**src/rtl/icache_loader.sv**
```systemverilog
// icache_loader: streams instruction words into I-cache port A starting at a
// base address, then reads the same range back and compares a running sum of
// the read data against the sum of the written data.
module icache_loader #(
    parameter int DATA = 32,
    parameter int ADDR = 10
) (
    input  logic            clk,
    input  logic            rst,
    input  logic            start,
    input  logic [ADDR-1:0] base_addr,
    input  logic [ADDR:0]   length,
    input  logic            s_valid,
    input  logic [DATA-1:0] s_data,
    output logic            s_ready,
    output logic            a_wr,
    output logic [ADDR-1:0] a_addr,
    output logic [DATA-1:0] a_din,
    input  logic [DATA-1:0] a_dout,
    output logic            busy,
    output logic            done,
    output logic            error
);

    typedef enum logic [1:0] {
        IDLE   = 2'd0,
        LOAD   = 2'd1,
        VERIFY = 2'd2,
        DONE   = 2'd3
    } state_t;

    state_t          state;
    state_t          state_nxt;

    logic [ADDR-1:0] base_r;
    logic [ADDR:0]   len_r;
    logic [ADDR:0]   wr_cnt;
    logic [ADDR:0]   rd_cnt;
    logic [DATA-1:0] wsum;
    logic [DATA-1:0] rsum;
    logic [DATA-1:0] rsum_nxt;

    // vld_p0 accompanies the read address on a_addr; vld_p1/vld_p2 follow the
    // request through the cache's two-cycle read latency.
    logic            vld_p0;
    logic            vld_p1;
    logic            vld_p2;

    logic            accept;
    logic            hs;
    logic            load_last;
    logic            rd_go;
    logic            rd_last;

    // State register.
    always_ff @(posedge clk) begin
        if (rst) begin
            state <= IDLE;
        end else begin
            state <= state_nxt;
        end
    end

    // Next-state decode.
    always_comb begin
        state_nxt = state;
        case (state)
            IDLE: begin
                if (accept) begin
                    state_nxt = (length == '0) ? DONE : LOAD;
                end
            end
            LOAD: begin
                if (load_last) begin
                    state_nxt = VERIFY;
                end
            end
            VERIFY: begin
                if (rd_last) begin
                    state_nxt = DONE;
                end
            end
            DONE: begin
                state_nxt = IDLE;
            end
            default: begin
                state_nxt = IDLE;
            end
        endcase
    end

    // Output and control decode; the final read is the one whose data is one
    // cycle from arriving once no further address is being presented.
    always_comb begin
        busy      = (state != IDLE);
        accept    = (state == IDLE) && start;
        hs        = (state == LOAD) && s_valid && s_ready;
        load_last = hs && ((wr_cnt + (ADDR+1)'(1)) == len_r);
        rd_go     = (state == VERIFY) && (rd_cnt != len_r);
        rd_last   = (state == VERIFY) && (rd_cnt == len_r) && !vld_p0 && vld_p1;
        rsum_nxt  = vld_p2 ? (rsum + a_dout) : rsum;
    end

    // Registered port-A drive, stream handshake, counters and checksums.
    always_ff @(posedge clk) begin
        if (rst) begin
            base_r  <= '0;
            len_r   <= '0;
            wr_cnt  <= '0;
            rd_cnt  <= '0;
            wsum    <= '0;
            rsum    <= '0;
            vld_p0  <= 1'b0;
            vld_p1  <= 1'b0;
            vld_p2  <= 1'b0;
            s_ready <= 1'b0;
            a_wr    <= 1'b0;
            a_addr  <= '0;
            a_din   <= '0;
            done    <= 1'b0;
            error   <= 1'b0;
        end else begin
            a_wr   <= hs;
            done   <= (state == DONE);
            vld_p0 <= rd_go;
            vld_p1 <= vld_p0;
            vld_p2 <= vld_p1;
            rsum   <= accept ? '0 : rsum_nxt;

            if (accept) begin
                base_r  <= base_addr;
                len_r   <= length;
                wr_cnt  <= '0;
                rd_cnt  <= '0;
                wsum    <= '0;
                error   <= 1'b0;
                s_ready <= (length != '0);
            end

            if (hs) begin
                a_addr <= base_r + wr_cnt[ADDR-1:0];
                a_din  <= s_data;
                wsum   <= wsum + s_data;
                wr_cnt <= wr_cnt + (ADDR+1)'(1);
            end

            if (load_last) begin
                s_ready <= 1'b0;
            end

            if (rd_go) begin
                a_addr <= base_r + rd_cnt[ADDR-1:0];
                rd_cnt <= rd_cnt + (ADDR+1)'(1);
            end

            if (state == DONE) begin
                error <= (rsum_nxt != wsum);
            end
        end
    end

endmodule
```
**config.mk**
```make
export PLATFORM = sky130hd
export DESIGN_NAME = icache_loader
export DESIGN_NICKNAME = d
export VERILOG_FILES = /design/src/rtl/icache_loader.sv
export SDC_FILE = /design/constraint.sdc
export NUM_CORES = 1
export LEC_CHECK = 0
export CORE_MARGIN = 5
export CORE_UTILIZATION = 56
export CTS_BUF_LIST = sky130_fd_sc_hd__clkbuf_16
export CTS_CLUSTER_SIZE = 30
export DETAILED_ROUTE_END_ITERATION = 8
export GPL_TIMING_DRIVEN = 0
export PLACE_DENSITY_LB_ADDON = 0.08
export SYNTH_ARGS = -nofsm -noshare
export SYNTH_HDL_FRONTEND = slang
export SYNTH_SLANG_ARGS = --single-unit
```
**constraint.sdc**
```tcl
create_clock -name clk -period 9 [get_ports clk]
set_clock_uncertainty 0.05 [all_clocks]
set_input_delay 1.35 -clock clk [delete_from_list [all_inputs] [get_ports clk]]
set_output_delay 1.35 -clock clk [all_outputs]
set_load 0.03 [all_outputs]
```
==> impl_metrics.yaml, run 1 <==
sta:
  period_needed_ns: 5.27
  finalHoldViolations: 0
  fmax_mhz: 190
  slew_headroom_pct: 24.7
  rsz0062_at_grt: "false"
  fin_worst_hold_slack_ns: 0.407
  tightest_slew_ns: 1.12
  setup_viol: 0
  report.final.slew_viol_count: 0
  timing.setup.tns_ns: 0
  min_period_over_period_pct: 58.6
global_routing:
  grt_max_degree: 17
  grt_pass1_wl_um: 56300
  overflow: 0
  track_usage_pct: 31.5
  grt_pass1_vias: 10762
  antenna_found_initial: 0
clock_tree:
  cts_root_buffer: "clkbuf_16"
  cts_buffer_depth: 2
  postCtsHoldBufs: 0
  cts_tree: "yes"
  cts_made_buffers: 17
  path_clk_slew_ns: 0.07
  post_cts_buffers: 0
  ctsResizeCount: 0
  clkSinkCount: 158
  clkLatencyLatePin_ns: 0.44
  cts_max_level: 4
pwr:
  pwr-share-seq_pct: 37.1
  p_sw_share_pct: 34.7
  p_leak_uw: 0.00519
  p_clk_share_pct: 35.6
  vdd_drop_max_v: 0.000121
  p_comb_share_pct: 27.3
  power_density_nw_per_um2: 158
  p_int_uw: 1390
  p_sw_uw: 739
logic_synthesis:
  ys_ff_latch: 158
  yosys.area.top_type_share_pct: 28.2
  synth-seq-area-share_pct: 28.2
  muxShareOfSynthArea_pct: 3.45
  synth_most_common_cell: "nand2_1"
  synthesis.nets: 1616
  netlist_area_um2: 11200
  netlist_top_cells_area: "dfxtp_1, ha_1, a21oi_1"
  synth_compound_area_share_pct: 22.4
  netlist_top_cells_count: "nand2_1, a21oi_1, dfxtp_1"
  syn_area_per_cell_um2: 7.75
  ys.flop_type: "dfxtp_1"
  yosys_warnings: 0
  synth-simple-area-share_pct: 22.3
  netlist.top_cell.by_area: "dfxtp_1"
  synth_cell_type_count: 86
  synthAdderAreaFrac_pct: 9.24
  synth_edf_count: 0
  synth-xor-area-share_pct: 10.7
  postSynth.asyncResetShare_pct: 0
  syn_inst: 1446
  synth_top_family_by_area: "compound AO/OA/AOI/OAI gates"
worst_setup_path:
  worstReg2RegEnd: "a_addr[8]$_SDFFE_PP0P_"
  reg2reg_depth: 19
  cpMaxStageDelayCell: "a2111oi_0"
  rrSetupSlack_ns: 4.29
  max_stage_delay_ns: 0.56
  cp_common_cell: "o2111ai_1"
  worstPathCellList: "clkdlybuf4s50_1 > ha_1 > fa_1 > a211oi_2 > o211ai_1 > and4bb_2 > a221o_1 > a2111oi_0 > o2111ai_1 > nor4b_1 > o2111ai_1 > o41ai_2 > o21ai_1"
  critical_path_buf_inv_count: 1
  cp-end-kind: "flip-flop"
  crit_arrival_ns: 5.54
  cp.required_ns: 9.27
  cp-start-kind: "input port"
  rr_startpoint: "rd_cnt[8]$_SDFFE_PP0P_"
  cp_max_fo: 6
  cpLargestDelayFamily: "compound AO/OA/AOI/OAI gates"
  crit_type: "input port to flip-flop"
floorplan:
  rows: 51
  ios: 136
  coreArea_um2: 19600
  die_area_um2: 23000
  die_h_um: 152
  die_w_um: 152
  initial_utilization_pct: 57.2
final_layout:
  final_area_um2: 13500
  num-nets-final: 1770
  drive_gt1_share_pct: 4.78
  area_delta_synth_final_pct: 20.3
  antenna_cells: 0
  postLayoutCoreUtil_pct: 68.9
run_status:
  status: "complete, no violations"
routing:
  drt_pre_antenna_iters: 7
  drtAntennaViolNets: 0
  via_count: 11334
  first_iter_violations: 791
  wl_per_cell_um: 19.3
  wl_um: 36200
  detail_route.vias_per_cell: 6.04
  drc: 0
min_path:
  min_from: "a_din[9]$_SDFFE_PP0P_"
  hp-class: "flip-flop to flip-flop"
  hold_end: "a_din[9]$_SDFFE_PP0P_"
  hold_path_depth: 2
place:
  dpl.hpwl_um: 28200
  io_buffers: 135
  routabilityCongestion: 0.972
  placed_area_um2: 12900
flow_run:
  cap_violations: 0
-- layer usage --
layer / global-route usage [%] / wire (um) / vias up
li1: - / - / 5494
met1: 37.7 / 14600 / 5264
met2: 54.9 / 17600 / 472
met3: 5.71 / 2330 / 104
met4: 14.1 / 1670 / 0
met5: 0 / 0 / -
-- registers in the layout, summed over array words and instances (netlist names) --
name / flops
rd_cnt: 11
base_r: 10
s_ready: 1
vld_p1: 1
state: 2
wsum: 32
len_r: 11
a_din: 32
wr_cnt: 11
a_wr: 1
rsum: 32
done: 1
vld_p2: 1
vld_p0: 1
a_addr: 10
error: 1
-- placed cells by master, fill, tap and decap left out, types with 29 or more instances in the layout --
cell / Yosys / routed
nor2_1: 124 / 124
nand2_1: 207 / 207
o21ai_0: 70 / 70
a21oi_1: 168 / 168
clkbuf_1: 56 / 56
dfxtp_1: 158 / 158
nand3_1: 57 / 57
xnor2_1: 87 / 87
inv_1: 29 / 29
clkdlybuf4s50_1: 0 / 135
ha_1: 78 / 78
xor2_1: 39 / 39
-- worst max-delay path by stage --
stage                    from                 end  slack, ns  cells after the start
finish              a_dout[0]  error$_SDFFE_PP0P_       3.73                     13
global route        a_dout[0]  error$_SDFFE_PP0P_       3.60                     13
CTS                 a_dout[0]  error$_SDFFE_PP0P_       3.80                     13
detailed placement  a_dout[0]  error$_SDFFE_PP0P_       3.38                     13
global placement    a_dout[0]  error$_SDFFE_PP0P_       3.33                     13
floorplan           a_dout[0]  error$_SDFFE_PP0P_       4.57                     12
-- power groups by stage --
stage                     Combinational (uW)  Sequential [uW]  Clock [uW]
final                                    582              790         760
after detailed placement                 570              804           0
after floorplan                          359              814           0
after CTS                                577              789         762
after global placement                   563              802           0
after global routing                     632              794         799
-- worst reg2reg max path, delay by kind of cell, from the launching register on --
kind | cells | cell delay (ns)
adder cells (fa/ha/maj) | 2 | 0.41
multiplexers | 2 | 0.55
buffers and inverters | 3 | 0.85
flip-flops | 1 | 0.31
XOR/XNOR | 2 | 0.26
AND/OR/NAND/NOR | 4 | 0.33
AO/OA/AOI/OAI | 6 | 1.84
-- metrics by stage --
stage               cells  total power [uW]  worst slack, ns
finish               1877              2130             3.73
global route         1877              2230             3.60
CTS                  1877              2130             3.80
detailed placement   1846              1370             3.38
global placement     1846              1370             3.33
floorplan            1446              1170             4.57
-- logic make-up after synthesis --
logic type      count (synthesis)
flops                         158
mux                            37
xor+xnor                      130
buf+inv                       105
compound gates                401
simple gates                  534
fa+ha+maj                      81
-- layout make-up --
cell class / instances / area (um2)
flip-flops and latches: 158 / 3160
plain buffers: 76 / 304
well taps: 265 / 332
fillers: 1726 / 6100
clock buffers: 17 / 425
multi-input cells: 1183 / 7640
repair buffers: 135 / 1350
inverters: 29 / 109
clock inverters: 14 / 171
(Power assumes the default switching activity.)
==> run 2: changes to the inputs <==
==> constraint.sdc (replaced) <==
create_clock -name clk -period 5.5 [get_ports clk]
set_clock_uncertainty 0.05 [all_clocks]
set_input_delay 0.825 -clock clk [delete_from_list [all_inputs] [get_ports clk]]
set_output_delay 0.825 -clock clk [all_outputs]
set_load 0.03 [all_outputs]
==> results of run 2 <==
Same layout as run 1 (identical final DEF). Status: complete, no violations.
Main changes from that run: setup slack after placement 3.38 ns -> 0.405 ns; setup slack after layout 3.73 ns -> 0.755 ns; register-to-register setup slack 4.29 ns -> 0.79 ns; total power 2130 uW -> 3490 uW; worst IR drop on VDD 0.000121 V -> 0.000199 V
